## src/rtl/uart_rx_if.sv

```systemverilog
// Receive-side byte bus from uart_rx to the UART command decoder.
//   from_uart_valid : one-cycle strobe, from_uart_data holds a good byte
//   from_uart_data  : last good received byte, held until the next one
//   frame_err       : one-cycle strobe, stop bit was sampled low
// master = receiver (drives), slave = consumer (samples every cycle).
interface uart_rx_if;
  logic       from_uart_valid;
  logic [7:0] from_uart_data;
  logic       frame_err;

  modport master (
    output from_uart_valid,
    output from_uart_data,
    output frame_err
  );

  modport slave (
    input from_uart_valid,
    input from_uart_data,
    input frame_err
  );
endinterface

```

## src/rtl/uart_rx.sv

```systemverilog
// 8N1 serial receiver for the PIC18F45k22 link (115200 baud on 25 MHz).
// Deserialises rx and delivers each good byte as a one-cycle strobe on the
// bus; frames with a low stop bit raise frame_err instead and are dropped.
//   clk : system clock, 25 MHz
//   rst : asynchronous active-low reset (0 = reset)
//   rx  : asynchronous serial input, idles high
//   bus : uart_rx_if.master (from_uart_valid, from_uart_data, frame_err)
module uart_rx #(
  parameter int unsigned CLKS_PER_BIT = 217,
  parameter int unsigned HALF_BIT     = CLKS_PER_BIT / 2
) (
  input  logic      clk,
  input  logic      rst,
  input  logic      rx,
  uart_rx_if.master bus
);

  localparam int unsigned CNT_W  = 8;
  localparam int unsigned IDX_W  = 3;
  localparam int unsigned DATA_W = 8;

  localparam logic [CNT_W-1:0] HALF_LAST = CNT_W'(HALF_BIT - 1);
  localparam logic [CNT_W-1:0] BIT_LAST  = CNT_W'(CLKS_PER_BIT - 1);
  localparam logic [IDX_W-1:0] IDX_LAST  = IDX_W'(DATA_W - 1);

  typedef enum logic [2:0] {
    S_IDLE,
    S_START,
    S_DATA,
    S_STOP,
    S_BREAK
  } state_t;

  logic              rx_meta;
  logic              rx_s;
  state_t            state_q, state_d;
  logic [CNT_W-1:0]  bit_cnt_q, bit_cnt_d;
  logic [IDX_W-1:0]  bit_idx_q, bit_idx_d;
  logic [DATA_W-1:0] shreg_q, shreg_d;
  logic [DATA_W-1:0] data_q, data_d;
  logic              valid_q, valid_d;
  logic              ferr_q, ferr_d;

  // Two-flop synchroniser; resets to the idle (high) line level.
  always_ff @(posedge clk or negedge rst) begin
    if (!rst) begin
      rx_meta <= 1'b1;
      rx_s    <= 1'b1;
    end else begin
      rx_meta <= rx;
      rx_s    <= rx_meta;
    end
  end

  // State, counters and registered outputs.
  always_ff @(posedge clk or negedge rst) begin
    if (!rst) begin
      state_q   <= S_IDLE;
      bit_cnt_q <= '0;
      bit_idx_q <= '0;
      shreg_q   <= '0;
      data_q    <= '0;
      valid_q   <= 1'b0;
      ferr_q    <= 1'b0;
    end else begin
      state_q   <= state_d;
      bit_cnt_q <= bit_cnt_d;
      bit_idx_q <= bit_idx_d;
      shreg_q   <= shreg_d;
      data_q    <= data_d;
      valid_q   <= valid_d;
      ferr_q    <= ferr_d;
    end
  end

  // Next-state and datapath; every sample is taken at a bit centre.
  always_comb begin
    state_d   = state_q;
    bit_cnt_d = bit_cnt_q;
    bit_idx_d = bit_idx_q;
    shreg_d   = shreg_q;
    data_d    = data_q;
    valid_d   = 1'b0;
    ferr_d    = 1'b0;

    unique case (state_q)
      S_IDLE: begin
        if (!rx_s) begin
          bit_cnt_d = '0;
          state_d   = S_START;
        end
      end

      S_START: begin
        if (bit_cnt_q == HALF_LAST) begin
          if (!rx_s) begin
            bit_cnt_d = '0;
            bit_idx_d = '0;
            state_d   = S_DATA;
          end else begin
            // Line went back high before mid start bit: treat as a glitch.
            state_d = S_IDLE;
          end
        end else begin
          bit_cnt_d = bit_cnt_q + CNT_W'(1);
        end
      end

      S_DATA: begin
        if (bit_cnt_q == BIT_LAST) begin
          shreg_d   = {rx_s, shreg_q[DATA_W-1:1]};
          bit_cnt_d = '0;
          // Index wraps 7 -> 0 on the way to STOP; START clears it anyway.
          bit_idx_d = bit_idx_q + IDX_W'(1);
          if (bit_idx_q == IDX_LAST) begin
            state_d = S_STOP;
          end
        end else begin
          bit_cnt_d = bit_cnt_q + CNT_W'(1);
        end
      end

      S_STOP: begin
        if (bit_cnt_q == BIT_LAST) begin
          bit_cnt_d = '0;
          if (rx_s) begin
            data_d  = shreg_q;
            valid_d = 1'b1;
            state_d = S_IDLE;
          end else begin
            ferr_d  = 1'b1;
            state_d = S_BREAK;
          end
        end else begin
          bit_cnt_d = bit_cnt_q + CNT_W'(1);
        end
      end

      S_BREAK: begin
        // Hold off until the line is released so a break yields one error.
        if (rx_s) begin
          state_d = S_IDLE;
        end
      end

      default: begin
        state_d = S_IDLE;
      end
    endcase
  end

  assign bus.from_uart_valid = valid_q;
  assign bus.from_uart_data  = data_q;
  assign bus.frame_err       = ferr_q;

endmodule

```

## src/flat_wrapper.sv

```systemverilog
// flat-port wrapper written by rule: the top's interface ports become plain ports
module uart_rx_flat 
#(
  parameter int unsigned CLKS_PER_BIT = 217,
  parameter int unsigned HALF_BIT     = CLKS_PER_BIT / 2
)
  (clk, rst, rx, bus_from_uart_valid, bus_from_uart_data, bus_frame_err);
  uart_rx_if bus_i ();
  input  logic clk;
  input  logic rst;
  input  logic rx;
  output wire logic [$bits(bus_i.from_uart_valid)-1:0] bus_from_uart_valid;
  output wire logic [$bits(bus_i.from_uart_data)-1:0] bus_from_uart_data;
  output wire logic [$bits(bus_i.frame_err)-1:0] bus_frame_err;
  assign bus_from_uart_valid = bus_i.from_uart_valid;
  assign bus_from_uart_data = bus_i.from_uart_data;
  assign bus_frame_err = bus_i.frame_err;
  uart_rx #(.CLKS_PER_BIT(CLKS_PER_BIT), .HALF_BIT(HALF_BIT)) u_core (.clk(clk), .rst(rst), .rx(rx), .bus(bus_i));
endmodule
```

## config.mk

```make
export PLATFORM = sky130hd
export DESIGN_NAME = uart_rx_flat
export DESIGN_NICKNAME = d
export VERILOG_FILES = /design/src/rtl/uart_rx_if.sv /design/src/rtl/uart_rx.sv /design/src/flat_wrapper.sv
export SDC_FILE = /design/constraint.sdc
export NUM_CORES = 1
export LEC_CHECK = 0
export ABC_AREA = 1
export BUFFER_PORTS_ARGS = -buffer_cell sky130_fd_sc_hd__buf_2
export CORE_ASPECT_RATIO = 1.4
export CORE_MARGIN = 2
export CORE_UTILIZATION = 40
export CTS_BUF_LIST = sky130_fd_sc_hd__clkbuf_8
export CTS_CLUSTER_DIAMETER = 150
export CTS_CLUSTER_SIZE = 40
export DETAILED_ROUTE_END_ITERATION = 10
export SLEW_MARGIN = 40
export SYNTH_ARGS = -nofsm -noshare
export SYNTH_HDL_FRONTEND = slang
export SYNTH_SLANG_ARGS = --single-unit
export TNS_END_PERCENT = 100
```

## constraint.sdc

```tcl
create_clock -name clk -period 2.7 [get_ports clk]
set_input_delay 0.54 -clock clk [delete_from_list [all_inputs] [get_ports clk]]
set_output_delay 0.54 -clock clk [all_outputs]
set_load 0.02 [all_outputs]
```

==> results.json, run 1 <==
{
  "slowest_stage": "dfrtp_1",
  "synth_compound_area_share_pct": 9.733,
  "muxShareOfSynthArea_pct": 0,
  "finalHoldViolations": 0,
  "crit_type": "reg -> reg",
  "hold_buffers": 0,
  "status": "finished, final reports clean",
  "p_leak_nw": 0.9570,
  "netSwitchingPower_w": 0.0001928,
  "cpMostUsedCell": "nand2_1",
  "fin_crit_sh_pct": 60.57,
  "slowest_delay_ns": 0.41,
  "internal-power_w": 0.0007824,
  "maxCapViolCount": 0,
  "ant_nets": 0,
  "cts.sinks": 34,
  "grt_max_degree": 35,
  "grt_pass1_vias": 1318,
  "core_mm2": 0.003986,
  "drive_gt1_share_pct": 17.62,
  "start_util_pct": 42.25,
  "ys_seq_elements": 34,
  "end_kind": "flop",
  "seq_power_share_pct": 52.7,
  "antenna_found_initial": 0,
  "switching_share_pct": 19.77,
  "cts_root_buffer": "clkbuf_8",
  "cts_resized": 0,
  "seq_area_um2": 853.3,
  "synth_fa_ha_area_share_pct": 2.972,
  "fin_nets": 233,
  "overflow": 0,
  "synth.avg_cell_area_um2": 8.020,
  "clock_latency_ns": 0.28,
  "vias": 1290,
  "io_pins": 13,
  "synthesis.area_mm2": 0.001684,
  "synth-simple-area-share_pct": 28.31,
  "io_buffer_count": 12,
  "fin_skew_ns": 0.003613,
  "synth_xor_area_share_pct": 0,
  "antennaDiodeCount": 0,
  "finalWorstSetupSlack_ns": 1.065,
  "n_fill_cell": 407,
  "ir_drop_uv": 312.4,
  "cts_made_buffers": 5,
  "synth_cell_types": 25,
  "min_path_type": "in -> async",
  "drt-pass1-iter-count": 4,
  "syn-instance-count": 210,
  "clock_power_share_pct": 46.0,
  "power.total_w": 0.0009752,
  "slew_viol_final": 0,
  "path_max_fanout": 11,
  "cts_tree": "yes",
  "worstPathRequired_ns": 2.87,
  "period_minus_slack_ns": 1.635,
  "stdcell_area_mm2": 0.001879,
  "gp_congestion": 0.8289,
  "ctsLongestPathBuffers": 2,
  "dieArea_mm2": 0.004753,
  "crit_arrival_ns": 1.81,
  "max_freq_mhz": 611.5,
  "dieWidth_um": 58.84,
  "yosysSeqAreaShare_pct": 50.67,
  "grt_usage_pct": 16.45,
  "drcViolationCount": 0,
  "tightestPinTransition_ns": 0.4235,
  "startpoint_type": "flop",
  "multiInputGateArea_um2": 690.7,
  "synth_nets": 217,
  "rsz0062_at_grt": "no",
  "wire_per_inst_um": 11.80,
  "rows": 27,
  "preCtsSetupSlack_ns": 1.059,
  "setup_violations": 0,
  "finalSetupTns_ns": 0,
  "htreeDepth": 2,
  "grt_pass1_wl_um": 5899,
  "synth_top_family_by_area": "simple AND/OR/NAND/NOR gates",
  "area_delta_synth_final_pct": 11.59,
  "cts_setup_buffers": 0,
  "dp_hpwl_um": 2354,
  "viasPerCell": 4.778,
  "chipHeight_um": 80.78,
  "placed_area_mm2": 0.001770,
  "max-slew-margin-rel_pct": 71.77,
  "routed_wirelength_um": 3186,
  "p_per_area_mw_per_mm2": 518.9,
  "pwr-share-comb_pct": 1.3,
  "path_clk_slew_ns": 0.07,
  "path_cells": "inv_1 -> ha_1 -> nand2_1 -> nor2_1 -> nand2_2 -> nand2_1 -> nand2_2 -> inv_1 -> nand2_4 -> nand2_1 -> o21ai_2",
  "yosysWarnings": 0,
  "drt_iter0_markers": 59
}
-- sequential cells by signal (all words and copies together), names as in the netlist --
| register | flops |
|---|---|
| u_core.bit_cnt_q | 8 |
| u_core.bit_idx_q | 3 |
| u_core.bus.frame_err | 1 |
| u_core.bus.from_uart_data | 8 |
| u_core.bus.from_uart_valid | 1 |
| u_core.rx_meta | 1 |
| u_core.rx_s | 1 |
| u_core.shreg_q | 8 |
| u_core.state_q | 3 |
-- stage by stage --
step	instances	hold WS [ns]	utilization (%)
floorplan	210	0.2444	-
global placement	262	0.3462	44.41
detailed placement	262	0.3497	44.41
CTS	270	0.3451	47.08
global route	270	0.2318	47.14
finish	270	0.1883	47.14
-- cells in the final DEF (no fill, tap or decap) --
cell type,instances
nand2_1,74
dfrtp_1,32
inv_1,27
o21ai_1,20
buf_2,11
nor2_1,10
nand2_2,7
nand3_1,6
o21ai_0,6
inv_2,5
clkbuf_8,5
ha_1,4
nor2_2,3
o22ai_1,2
nor3_1,2
dfstp_2,2
nand3_4,1
nor2_4,1
nand4_1,1
a21oi_1,1
or2_1,1
nand2_4,1
o21ai_2,1
or2_2,1
o21bai_1,1
bufinv_16,1
buf_4,1
-- critical path: cells and delay by family (launching register included) --
family	cells	cell delay (ns)
DFF	1	0.41
AOI/OAI and AO/OA	1	0.05
buffers and inverters	2	0.23
and+or+nand+nor	7	0.69
adders and majority gates	1	0.14
-- per-layer routing --
metal	track usage, %	routed length (µm)	vias to the layer above
met3	3.822	111	5
met2	30.22	1675	20
met1	18.03	1349	585
met5	0	0	-
li1	-	-	680
met4	5.909	48	0
-- kinds of logic (layout without fill, tap and decap cells) --
kind of cell               count (synthesis)  after routing
AOI/OAI and AO/OA                         31             31
adders and majority gates                  4              4
buffers and inverters                     33             50
DFF                                       34             34
and+or+nand+nor                          108            108
-- path summary, 6_finish.rpt --
check | from | end | slack [ns] | cells past startpoint
max | u_core.bit_cnt_q[0] | u_core.state_q[2] | 1.06 | 11
min | rst | u_core.bit_idx_q[2] | 0.19 | 1
max reg2reg | u_core.bit_cnt_q[0] | u_core.state_q[2] | 1.06 | 11
min reg2reg | u_core.rx_meta | u_core.rx_s | 0.36 | 0
max in group asynchronous | rst | u_core.rx_meta | 2.18 | 1
min in group clk | rx | u_core.rx_meta | 0.35 | 1
-- final cells by class --
class	instances	area share, %
clock buffer	5	3.662
clock inverter	3	1.997
inverter	30	5.992
multi-input combinational	143	36.75
sequential	34	45.41
tap	43	2.863
timing repair buffer	12	3.329
-- power by group through the flow --
stage           logic [W]  registers (W)  clock network (W)
6_report        0.0000126       0.000514           0.000449
5_1_grt         0.0000159       0.000514           0.000491
4_1_cts         0.0000133       0.000514           0.000462
3_5_place_dp    0.0000134       0.000524                  0
3_3_place_gp    0.0000136       0.000524                  0
2_1_floorplan  0.00000146       0.000523                  0
-- Yosys cell counts (all sizes together) --
library cell | n | area, µm²
o21bai | 1 | 7.510
dfstp | 2 | 52.55
dfrtp | 32 | 800.8
inv | 30 | 112.6
nor3 | 2 | 10.01
nand2 | 82 | 332.8
o21ai | 27 | 138.9
ha | 4 | 50.05
nor2 | 14 | 67.57
a21oi | 1 | 5.000
or2 | 2 | 12.52
buf | 3 | 27.52
o22ai | 2 | 12.51
nand4 | 1 | 6.260
nand3 | 7 | 47.55
(Power assumes the default switching activity.)
==> run 2: changes to the inputs <==
ABC_AREA = 0   (was 1)
clock period = 1.7 ns   (was 2.7 ns; I/O delays follow)
==> results.json, run 2 <==
{
  "p_per_area_mw_per_mm2": 652.6,
  "slew_viol_final": 0,
  "vias": 1318,
  "worstReg2RegStart": "u_core.bit_cnt_q[3]",
  "cp_top_family": "simple AND/OR/NAND/NOR gates",
  "placed_area_mm2": 0.002028,
  "crit_type": "reg -> reg",
  "dp_hpwl_um": 2678,
  "synthTopCellsByCount": "dfrtp_1, mux2_2, nand2_1",
  "slowest_stage": "dfrtp_1",
  "start_util_pct": 41.04,
  "p_leak_nw": 1.053,
  "maxCapViolCount": 0,
  "grt_pass1_wl_um": 6196,
  "yosysSeqAreaShare_pct": 49.46,
  "rsz0062_at_grt": "yes",
  "worstPathRequired_ns": 1.90,
  "fin_skew_ns": 0.005415,
  "grt_max_degree": 35,
  "stdcell_area_mm2": 0.002233,
  "ir_drop_uv": 537.9,
  "yosysTopAreaCell": "dfrtp_1",
  "htreeDepth": 2,
  "yosysMostFrequentCell": "dfrtp_1",
  "tightestPinTransition_ns": 0.4185,
  "preCtsSetupSlack_ns": -0.1030,
  "yosys.area.top_type_share_pct": 46.41,
  "startpoint_type": "flop",
  "synthesis.area_mm2": 0.001725,
  "cts_root_buffer": "clkbuf_8",
  "max_freq_mhz": 608.0,
  "drt_iter0_markers": 12,
  "cts_tree": "yes",
  "cts.sinks": 34,
  "dieArea_mm2": 0.004862,
  "chipHeight_um": 81.71,
  "cp.depth": 4,
  "gp_congestion": 0.8544,
  "hold_buffers": 0,
  "slowest_delay_ns": 0.50,
  "drcViolationCount": 0,
  "synth_flop_cell": "dfrtp_1",
  "antenna_found_initial": 0,
  "clock_latency_ns": 0.28,
  "fin_nets": 195,
  "reg2reg_slack_ns": 0.06,
  "path_clk_slew_ns": 0.07,
  "wire_per_inst_um": 16.32,
  "synth_nets": 160,
  "period_minus_slack_ns": 1.645,
  "async_reset_ff_share_pct": 100.0,
  "status": "finished, final reports clean",
  "area_delta_synth_final_pct": 29.44,
  "viasPerCell": 5.632,
  "timing.hold.ws_ns": 0.06800,
  "dieWidth_um": 59.51,
  "core_mm2": 0.004204,
  "fin_crit_sh_pct": 96.75,
  "io_buffer_count": 12,
  "overflow": 0,
  "end_kind": "flop",
  "drive_gt1_share_pct": 46.56,
  "finalHoldViolations": 0,
  "routed_wirelength_um": 3818,
  "layout.cells.most_common_list": "dfrtp_1, buf_4, buf_2, nand2_1, mux2_2",
  "synth.area.top_cells": "dfrtp_1, mux2_2, dfstp_2",
  "final_common_cell": "dfrtp_1",
  "path_max_fanout": 8,
  "max-slew-margin-rel_pct": 72.10,
  "antennaDiodeCount": 0,
  "grt_usage_pct": 17.04,
  "rows": 28,
  "grt_pass1_vias": 1342,
  "crit_arrival_ns": 1.84,
  "syn-instance-count": 153,
  "yosysWarnings": 0,
  "ys_seq_elements": 34,
  "io_pins": 13,
  "r2r_end": "u_core.bit_cnt_q[7]",
  "synth.avg_cell_area_um2": 11.28,
  "rr_worst_depth": 4,
  "ant_nets": 0,
  "synth-edff-count": 0,
  "crit_buf_inv": 1,
  "min_path_type": "in -> async",
  "path_cells": "inv_1 -> or3_4 -> or3_1 -> o221ai_2",
  "cts_made_buffers": 5,
  "drt-pass1-iter-count": 4,
  "synth_cell_types": 44,
  "setup_violations": 0,
  "ctsLongestPathBuffers": 2,
  "finalWorstSetupSlack_ns": 0.05532
}
## run 2: routing by layer
layer | track usage [%] | wire length, µm | vias to the layer above
met2 | 28.90 | 2097 | 17
met3 | 4.409 | 92 | 6
li1 | - | - | 631
met4 | 6.889 | 52 | 0
met5 | 0 | 0 | -
met1 | 20.30 | 1576 | 664
## run 2: worst max path at each step
stage | start | slack (ns) | end
after floorplan | u_core.bit_cnt_q[0] | -0.04 | u_core.shreg_q[2]
after global placement | u_core.bit_cnt_q[1] | -0.05 | u_core.bit_cnt_q[5]
after detailed placement | u_core.bit_cnt_q[1] | -0.10 | u_core.bit_cnt_q[5]
after CTS | u_core.state_q[2] | 0.004 | u_core.shreg_q[7]
after global routing | u_core.bit_cnt_q[0] | -0.0003 | u_core.shreg_q[0]
final | u_core.bit_cnt_q[3] | 0.06 | u_core.bit_cnt_q[7]
## run 2: cell type report
class	instances	area [µm²]
fill	361	1971
multi-input combinational	104	937.1
sequential	34	857.1
timing repair buffer	33	250.2
clock buffer	6	82.58
tap	45	56.30
inverter	10	37.54
clock inverter	2	12.51
## run 2: worst register-to-register path: cells and delay by family, from the launching register on
kind	cells	cell delay [ns]
and+or+nand+nor	2	0.76
buffers and inverters	1	0.12
AOI/OAI and AO/OA	1	0.17
DFF	1	0.50
## run 2: repair_timing
| action | in CTS | in global routing |
|---|---|---|
| setup buffers | 0 | 0 |
| resized for setup | 5 | 19 |
| setup endpoints to repair | 14 | 29 |
| gates cloned | 0 | 1 |
| pin swaps | 2 | 2 |
## run 2: cells by family after synthesis
family / after synthesis / share of synthesized area (%)
AND/OR/NAND/NOR: 50 / 18.49
flip-flops: 34 / 49.46
AO/OA/AOI/OAI: 29 / 12.11
multiplexers: 20 / 12.76
buffers and inverters: 16 / 4.278
adder cells (fa/ha/maj): 4 / 2.901
## run 2: per-stage QoR
stage,std cells,utilization [%],total power (W),setup TNS [ns]
after global routing,234,53.13,0.001513,-0.0003368
after CTS,233,51.01,0.001476,0
after detailed placement,225,48.24,0.0008561,-0.5023
final,234,53.13,0.001457,0
after global placement,225,48.24,0.0008552,-0.1822
after floorplan,153,-,0.0008343,-0.1939
## run 2: power by group
| group | internal [W] | total (W) | leakage, nW | switching [W] |
|---|---|---|---|---|
| logic | 0.00000474 | 0.0000237 | 0.556 | 0.0000190 |
| registers | 0.000813 | 0.000817 | 0.450 | 0.00000342 |
| clock network | 0.000325 | 0.000617 | 0.0472 | 0.000292 |
